`src/rtl/rf_write_scheduler.sv`:
```
// ----------------------------------------------------------------------------
// rf_write_scheduler
//
// Purpose:
//   Owns the single write port of a small register file. After reset it clears
//   every register to zero, one register per clock. It then arbitrates between
//   two writeback requesters (ALU and load) using a round-robin pointer and
//   issues one registered write per clock.
//
// Ports:
//   clk         in   single clock, rising edge
//   rst_n       in   asynchronous active-low reset
//   req0_valid  in   requester 0 (ALU writeback) has a write pending
//   req0_addr   in   requester 0 destination register   [ADDR_W]
//   req0_data   in   requester 0 write data             [DATA_W]
//   req0_ready  out  requester 0 write accepted this cycle (combinational)
//   req1_valid  in   requester 1 (load writeback) has a write pending
//   req1_addr   in   requester 1 destination register   [ADDR_W]
//   req1_data   in   requester 1 write data             [DATA_W]
//   req1_ready  out  requester 1 write accepted this cycle (combinational)
//   rf_we       out  register-file write enable         (registered)
//   rf_waddr    out  register-file write index          (registered)
//   rf_wdata    out  register-file write data           (registered)
//   init_done   out  clear sequence complete            (registered)
// ----------------------------------------------------------------------------
module rf_write_scheduler #(
    parameter int DATA_W = 32,
    parameter int ADDR_W = 3
) (
    input  logic              clk,
    input  logic              rst_n,

    input  logic              req0_valid,
    input  logic [ADDR_W-1:0] req0_addr,
    input  logic [DATA_W-1:0] req0_data,
    output logic              req0_ready,

    input  logic              req1_valid,
    input  logic [ADDR_W-1:0] req1_addr,
    input  logic [DATA_W-1:0] req1_data,
    output logic              req1_ready,

    output logic              rf_we,
    output logic [ADDR_W-1:0] rf_waddr,
    output logic [DATA_W-1:0] rf_wdata,
    output logic              init_done
);

    typedef enum logic {
        ST_INIT = 1'b0,
        ST_ARB  = 1'b1
    } state_t;

    localparam logic [ADDR_W-1:0] CNT_ONE = 1;

    state_t            r_state;
    logic [ADDR_W-1:0] r_clr_cnt;
    // Set once the last register has been cleared; the counter itself wraps
    // back to zero at that point, so it alone cannot mark the final edge.
    logic              r_clr_wrap;
    // Round-robin pointer: names the requester that wins when both are valid.
    logic              r_ptr;

    logic              r_rf_we;
    logic [ADDR_W-1:0] r_rf_waddr;
    logic [DATA_W-1:0] r_rf_wdata;
    logic              r_init_done;

    logic              w_arb;
    logic              w_grant0;
    logic              w_grant1;

    // Grants are purely combinational from state, valids and pointer so a
    // requester sees ready in the same cycle it raises valid. Because r_state
    // is reset asynchronously to ST_INIT, both readies drop as soon as rst_n
    // goes low.
    assign w_arb    = (r_state == ST_ARB);
    assign w_grant0 = w_arb && req0_valid && (!req1_valid || (r_ptr == 1'b0));
    assign w_grant1 = w_arb && req1_valid && (!req0_valid || (r_ptr == 1'b1));

    assign req0_ready = w_grant0;
    assign req1_ready = w_grant1;

    // NOTE: all state below uses non-blocking assignments so every register
    // samples pre-edge values; blocking here would let later statements see
    // already-updated state and create order-dependent behaviour.
    always_ff @(posedge clk or negedge rst_n) begin
        if (!rst_n) begin
            r_state     <= ST_INIT;
            r_clr_cnt   <= '0;
            r_clr_wrap  <= 1'b0;
            r_ptr       <= 1'b0;
            r_rf_we     <= 1'b0;
            r_rf_waddr  <= '0;
            r_rf_wdata  <= '0;
            r_init_done <= 1'b0;
        end else begin
            case (r_state)
                ST_INIT: begin
                    if (r_clr_wrap) begin
                        r_rf_we     <= 1'b0;
                        r_init_done <= 1'b1;
                        r_state     <= ST_ARB;
                    end else begin
                        r_rf_we    <= 1'b1;
                        r_rf_waddr <= r_clr_cnt;
                        r_rf_wdata <= '0;
                        r_clr_cnt  <= r_clr_cnt + CNT_ONE;
                        if (r_clr_cnt == '1) begin
                            r_clr_wrap <= 1'b1;
                        end
                    end
                end

                ST_ARB: begin
                    r_rf_we <= w_grant0 || w_grant1;
                    // Address/data hold their last value on idle cycles.
                    if (w_grant0) begin
                        r_rf_waddr <= req0_addr;
                        r_rf_wdata <= req0_data;
                        r_ptr      <= 1'b1;
                    end else if (w_grant1) begin
                        r_rf_waddr <= req1_addr;
                        r_rf_wdata <= req1_data;
                        r_ptr      <= 1'b0;
                    end
                end

                default: begin
                    r_state <= ST_INIT;
                end
            endcase
        end
    end

    assign rf_we     = r_rf_we;
    assign rf_waddr  = r_rf_waddr;
    assign rf_wdata  = r_rf_wdata;
    assign init_done = r_init_done;

endmodule
```
`config.mk`:
```
export PLATFORM = sky130hd
export DESIGN_NAME = rf_write_scheduler
export DESIGN_NICKNAME = d
export VERILOG_FILES = /design/src/rtl/rf_write_scheduler.sv
export SDC_FILE = /design/constraint.sdc
export NUM_CORES = 1
export LEC_CHECK = 0
export ABC_CLOCK_PERIOD_IN_PS = 1750
export BUFFER_PORTS_ARGS = -buffer_cell sky130_fd_sc_hd__buf_4
export CORE_MARGIN = 5
export CORE_UTILIZATION = 46
export CTS_CLUSTER_SIZE = 30
export DETAILED_ROUTE_END_ITERATION = 10
export GPL_ROUTABILITY_DRIVEN = 0
export GPL_TIMING_DRIVEN = 0
export HOLD_SLACK_MARGIN = 0.1
export PLACE_DENSITY = 0.88
export SETUP_SLACK_MARGIN = 0.05
export SLEW_MARGIN = 20
export SYNTH_ARGS = -nofsm -noshare
export SYNTH_HDL_FRONTEND = slang
export SYNTH_SLANG_ARGS = --single-unit
```
`constraint.sdc`:
```
create_clock -name clk -period 1.75 [get_ports clk]
set_input_delay 0.175 -clock clk [delete_from_list [all_inputs] [get_ports clk]]
set_output_delay 0.175 -clock clk [all_outputs]
set_load 0.03 [all_outputs]
```
# Word level (Yosys, flattened, before mapping)
# Index checks and enable logic that the tools add are counted.
dict set report word_totals {
  ff_bits 43
  output_inout_bits 39
  elab_cells 45
}
dict set report op_classes {
  add_sub_neg 1
  eq_ne 3
  mux 16
  bitwise_logic 3
  n_reduce_logical 14
}
# cell count
set ops {}
lappend ops {{$mux W32} 3}
lappend ops {{$pmux W32 S2} 1}
lappend ops {{$mux W3} 3}
lappend ops {{$reduce_and A2 Y1} 4}
lappend ops {{$mux W1} 7}
lappend ops {{$pmux W3 S2} 1}
lappend ops {{$logic_and A1 B1 Y1} 4}
lappend ops {{$add A3 B1 Y3 const B} 1}
lappend ops {{$eq A3 B3 Y1 const B} 1}
lappend ops {{$logic_or A1 B1 Y1} 3}
lappend ops {{$ne A3 B1 Y1 const B} 1}
lappend ops {{$not A1 Y1} 3}
lappend ops {{$logic_not A1 Y1} 2}
lappend ops {{$ne A2 B2 Y1 const B} 1}
lappend ops {{$pmux W1 S2} 1}
lappend ops {{$reduce_bool A2 Y1} 1}

# Depth between registers and ports, before layout
dict set report depth {
  depth_word 6
  mapped_depth 6
  ltp_nobuf 3
}

# Least setup slack after synthesis
# OpenSTA, ideal clock, no wires.
dict set report synth_path {
  path_type {flip-flop to output port}
  from {reg r_state}
  to {out req1_ready}
  arrival_ps 1317
  required_ps 1575
  setup_slack_ps 258
  path_stages_with_launch 5
  path_buffers 2
  path_cell_list {dfrtp_1 buf_4 clkbuf_1 nand2_1 a21oi_1}
}
dict set report synth_between {
  elab_chain_len 2
}
# item line
set synth_rtl {}
lappend synth_rtl {{start, declared} 56} ;# state_t r_state;
lappend synth_rtl {{start signal, assigned} 89} ;# r_state <= ST_INIT;
lappend synth_rtl {{start signal, assigned} 103} ;# r_state <= ST_ARB;
lappend synth_rtl {{start signal, assigned} 130} ;# r_state <= ST_INIT;
lappend synth_rtl {{$logic_and A1 B1 Y1 (2 in series)} 79} ;# assign w_grant1 = w_arb && req1_valid && (!req0_valid || (r_ptr == 1'b1));
lappend synth_rtl {{end, declared} 41} ;# output logic req1_ready,
# No other way between the ends.

# Worst setup path in the final report
dict set report layout_path {
  from {reg r_ptr}
  to {out req0_ready}
}
dict set report layout_between {
  elab_chain_len 3
}
# item line
set layout_rtl {}
lappend layout_rtl {{start, declared} 62} ;# logic r_ptr;
lappend layout_rtl {{start signal, assigned} 92} ;# r_ptr <= 1'b0;
lappend layout_rtl {{start signal, assigned} 121} ;# r_ptr <= 1'b1;
lappend layout_rtl {{start signal, assigned} 125} ;# r_ptr <= 1'b0;
lappend layout_rtl {{$not A1 Y1} 78} ;# assign w_grant0 = w_arb && req0_valid && (!req1_valid || (r_ptr == 1'b0));
lappend layout_rtl {{$logic_or A1 B1 Y1} 78}
lappend layout_rtl {{$logic_and A1 B1 Y1} 78}
lappend layout_rtl {{end, declared} 36} ;# output logic req0_ready,
# No other way between the ends.

==> flow_summary_export.csv <==
group,metric,value,unit
timing,tightest_slew,0.5454,ns
cells_and_area,syn_to_final_growth,48.01,%
timing,relSlewSlack,0.6364,
cells_and_area,final_net_count,427,
worst_setup_path,worst_r2r_startpoint,"r_state$_DFF_PN0_",
global_route,antenna_found_initial,0,
global_route,grt_pass1_wl,10.41,mm
power_and_ir_drop,peakVddDrop,0.0004840,V
worst_setup_path,crit_family,"buffers and inverters",
floorplanning,die_y,80.09,µm
floorplanning,io_pins,113,
timing,post-route-period-util,0.9451,
worst_setup_path,regToRegSetupSlack,0.19,ns
synthesis,syn_area,2260,µm²
placement,place_inst,406,
synthesis,synth_cell_type_count,25,
clocking,clk_pin_slew,0.08,ns
cells_and_area,insertedDiodeCount,0,
clocking,clkSinkCount,43,
clocking,h-tree-depth,2,
power_and_ir_drop,power-per-cell-area,779.0,nW/µm²
worst_setup_path,required,1.57,ns
worst_setup_path,crit_end,"req0_ready",
route,wl_per_cell,16.01,µm
global_route,grt_max_degree,44,
cells_and_area,fill_cells,413,
synthesis,synth_nets,303,
route,drtIter0Drc,109,
global_route,grt_pass1_vias,2311,
route,route.detailed.drc,0,
worst_setup_path,start_kind,"flop",
route,antenna_left,0,
cells_and_area,finalNonFillerCells,418,
job,maxCapViolCount,0,
cells_and_area,layout_commonest_cell,"buf_4",
placement,port_buffers,112,
global_route,grt_overflow,0,
clocking,cts_tree,"built",
global_route,grt.busiest_layer,"met2",
timing,period_minus_slack,1.654,ns
global_route,grtUsageMet1,0.2547,
clocking,cts_buffer_depth,2,
synthesis,syn_inst,227,
global_route,gr-usage-met2,0.3568,
run_status,status,"complete, no violations",
worst_setup_path,crit_start,"r_ptr$_DFFE_PN0P_",
timing,grt_setup_unrepaired,"true",
timing,finalSetupViolations,0,
worst_setup_path,crit_chain,"a21boi_2 -> buf_6 -> and2_4 -> buf_6 -> buf_12 -> buf_8",
cells_and_area,mostFrequentLayoutCells,"buf_4 (117), dfrtp_1 (43), nand3_1 (35), o21ai_0 (35), nand2_1 (33)",
timing,hold_slack,0.1332,ns
worst_setup_path,cp.arrival,1.48,ns
floorplanning,rows,25,
floorplanning,core_area,4755,µm²
global_route,use_met3,0.04933,
worst_setup_path,crit_fanout,10,
timing,skew,0.01214,ns
clocking,numCtsBuffers,5,
worst_setup_path,endpoint_kind,"primary output",
route,vias,2256,
timing,finalHoldViolCount,0,
route,vias_per_cell,5.397,
timing,tns,0,ns
worst_setup_path,critPathMaxStageDelay,0.40,ns
synthesis,ys_seq_area_frac,0.4762,
synthesis,ys_ff_latch,43,
clocking,worstSkewPairLatency,0.29,ns
route,drt_wl_total,6.691,mm
cells_and_area,drive_gt1_frac,0.4872,
floorplanning,dieArea,6414,µm²
floorplanning,start_util,0.4753,
worst_setup_path,cpMostUsedCell,"buf_6",
worst_setup_path,cp_num_cells,6,
placement,pre_cts_ws,0.1317,ns
worst_setup_path,worstSetupPathType,"reg2out",
worst_setup_path,path_buf_inv,4,
worst_setup_path,cp_slowest_cell,"dfrtp_1",
floorplanning,chipWidth,80.09,µm
timing,clock.fmax,0.6046,GHz
global_route,grt_use_total,0.2073,
synthesis,avgSynthCellArea,9.954,µm²
clocking,ctsRootBufferMaster,"clkbuf_8",
cells_and_area,postLayoutCellArea,3344,µm²
timing,worst_slack,0.09612,ns
power_and_ir_drop,p_leak,1.661,nW
timing,slew_viol_final,0,
placement,dpl-instance-area,3184,µm²
route,first_pass_iters,4,
min_path,hold_path.class,"in2reg",
placement,dp_hpwl,5.035,mm
synthesis,yosysWarnings,0,
worst_setup_path,rr_worst_depth,4,
worst_setup_path,r2r-end,"rf_wdata[13]$_DFFE_PN0P_",
-- registers in the layout (all words and copies together), names as in the netlist --
register	flops
r_state	1
r_clr_cnt	3
r_clr_wrap	1
rf_we	1
rf_waddr	3
r_ptr	1
rf_wdata	32
init_done	1
-- per-layer routing --
metal | vias up | routed length, µm
li1 | 1064 | -
met1 | 1085 | 2735
met3 | 15 | 447
met5 | - | 0
met4 | 0 | 146
met2 | 92 | 3362
-- tightest hold or removal path: cells and delay by family --
family                 cells  cell delay, ns
AO/OA/AOI/OAI              1            0.07
buffers and inverters      1            0.08
AND/OR/NAND/NOR            1            0.07
-- synth_stat cells --
cell type,instances,area [µm²]
dfrtp_1,43,1076
nand3_1,35,175.2
o21ai_0,35,175.2
nand2_1,33,123.9
o211ai_2,28,350.3
clkbuf_1,14,52.55
o211ai_1,7,52.55
buf_6,4,45.04
inv_1,4,15.01
mux2i_1,3,30.03
a21o_1,2,15.01
buf_2,2,10.01
buf_4,2,15.01
ha_1,2,25.02
mux2_2,2,22.52
nor2_1,2,7.510
a21boi_2,1,11.26
a21oi_1,1,5.000
and2_1,1,6.260
nor2b_1,1,6.260
nor3b_2,1,12.51
o21a_1,1,7.510
o21ai_1,1,5.000
or2_2,1,6.260
xor2_1,1,8.760
-- area by class of cell --
type / count / area [µm²] / share of cell area
flip-flops and latches: 43 / 1076 / 0.3217
multi-input cells: 158 / 1049 / 0.3135
repair buffers: 117 / 888.4 / 0.2656
plain buffers: 22 / 145.1 / 0.04340
well taps: 67 / 83.83 / 0.02507
clock buffers: 6 / 82.58 / 0.02469
inverters: 4 / 15.01 / 0.004489
clock inverters: 1 / 5.005 / 0.001496
-- logic make-up (layout without fill, tap and decap cells) --
kind of cell	Yosys count	in the layout	synth area share
AOI/OAI and AO/OA	76	76	0.2752
xor gates and xnor gates	1	1	0.003877
buffers and inverters	26	150	0.06090
adders and majority gates	2	2	0.01107
and+or+nand+nor	74	74	0.1495
muxes	5	5	0.02326
DFF	43	43	0.4762
-- through the flow --
step                      utilization  power (mW)
final                          0.7034       2.605
after global routing           0.7034       2.731
after CTS                      0.6953       2.612
after detailed placement       0.6697       1.977
after global placement         0.6697       1.958
after floorplan                     -       1.600
-- what timing repair did --
| action | CTS | global route |
|---|---|---|
| hold endpoints to repair | 43 | 0 |
| hold buffers | 1 | 0 |
| pin swaps | 2 | 0 |
| resized for setup | 7 | 13 |
| endpoints found under the setup margin | 2 | 20 |
| setup buffers | 0 | 4 |
-- report_power, final --
group          leakage, nW  switching (mW)  internal, mW
clock network       0.0470           0.321         0.310
logic                 1.11           0.458         0.372
registers            0.508          0.0533          1.09
-- worst min path at each step --
stage | start | to | slack, ns | cells after the start
after floorplan | rst_n | init_done$_DFFE_PN0P_ | -0.12 | 0
after global placement | rst_n | rf_wdata[18]$_DFFE_PN0P_ | 0.19 | 1
after detailed placement | rst_n | rf_wdata[20]$_DFFE_PN0P_ | 0.20 | 1
after CTS | req0_data[20] | rf_wdata[20]$_DFFE_PN0P_ | 0.13 | 3
after global routing | req0_data[16] | rf_wdata[16]$_DFFE_PN0P_ | 0.14 | 3
final | req0_data[18] | rf_wdata[18]$_DFFE_PN0P_ | 0.13 | 3
(Power assumes the default switching activity.)
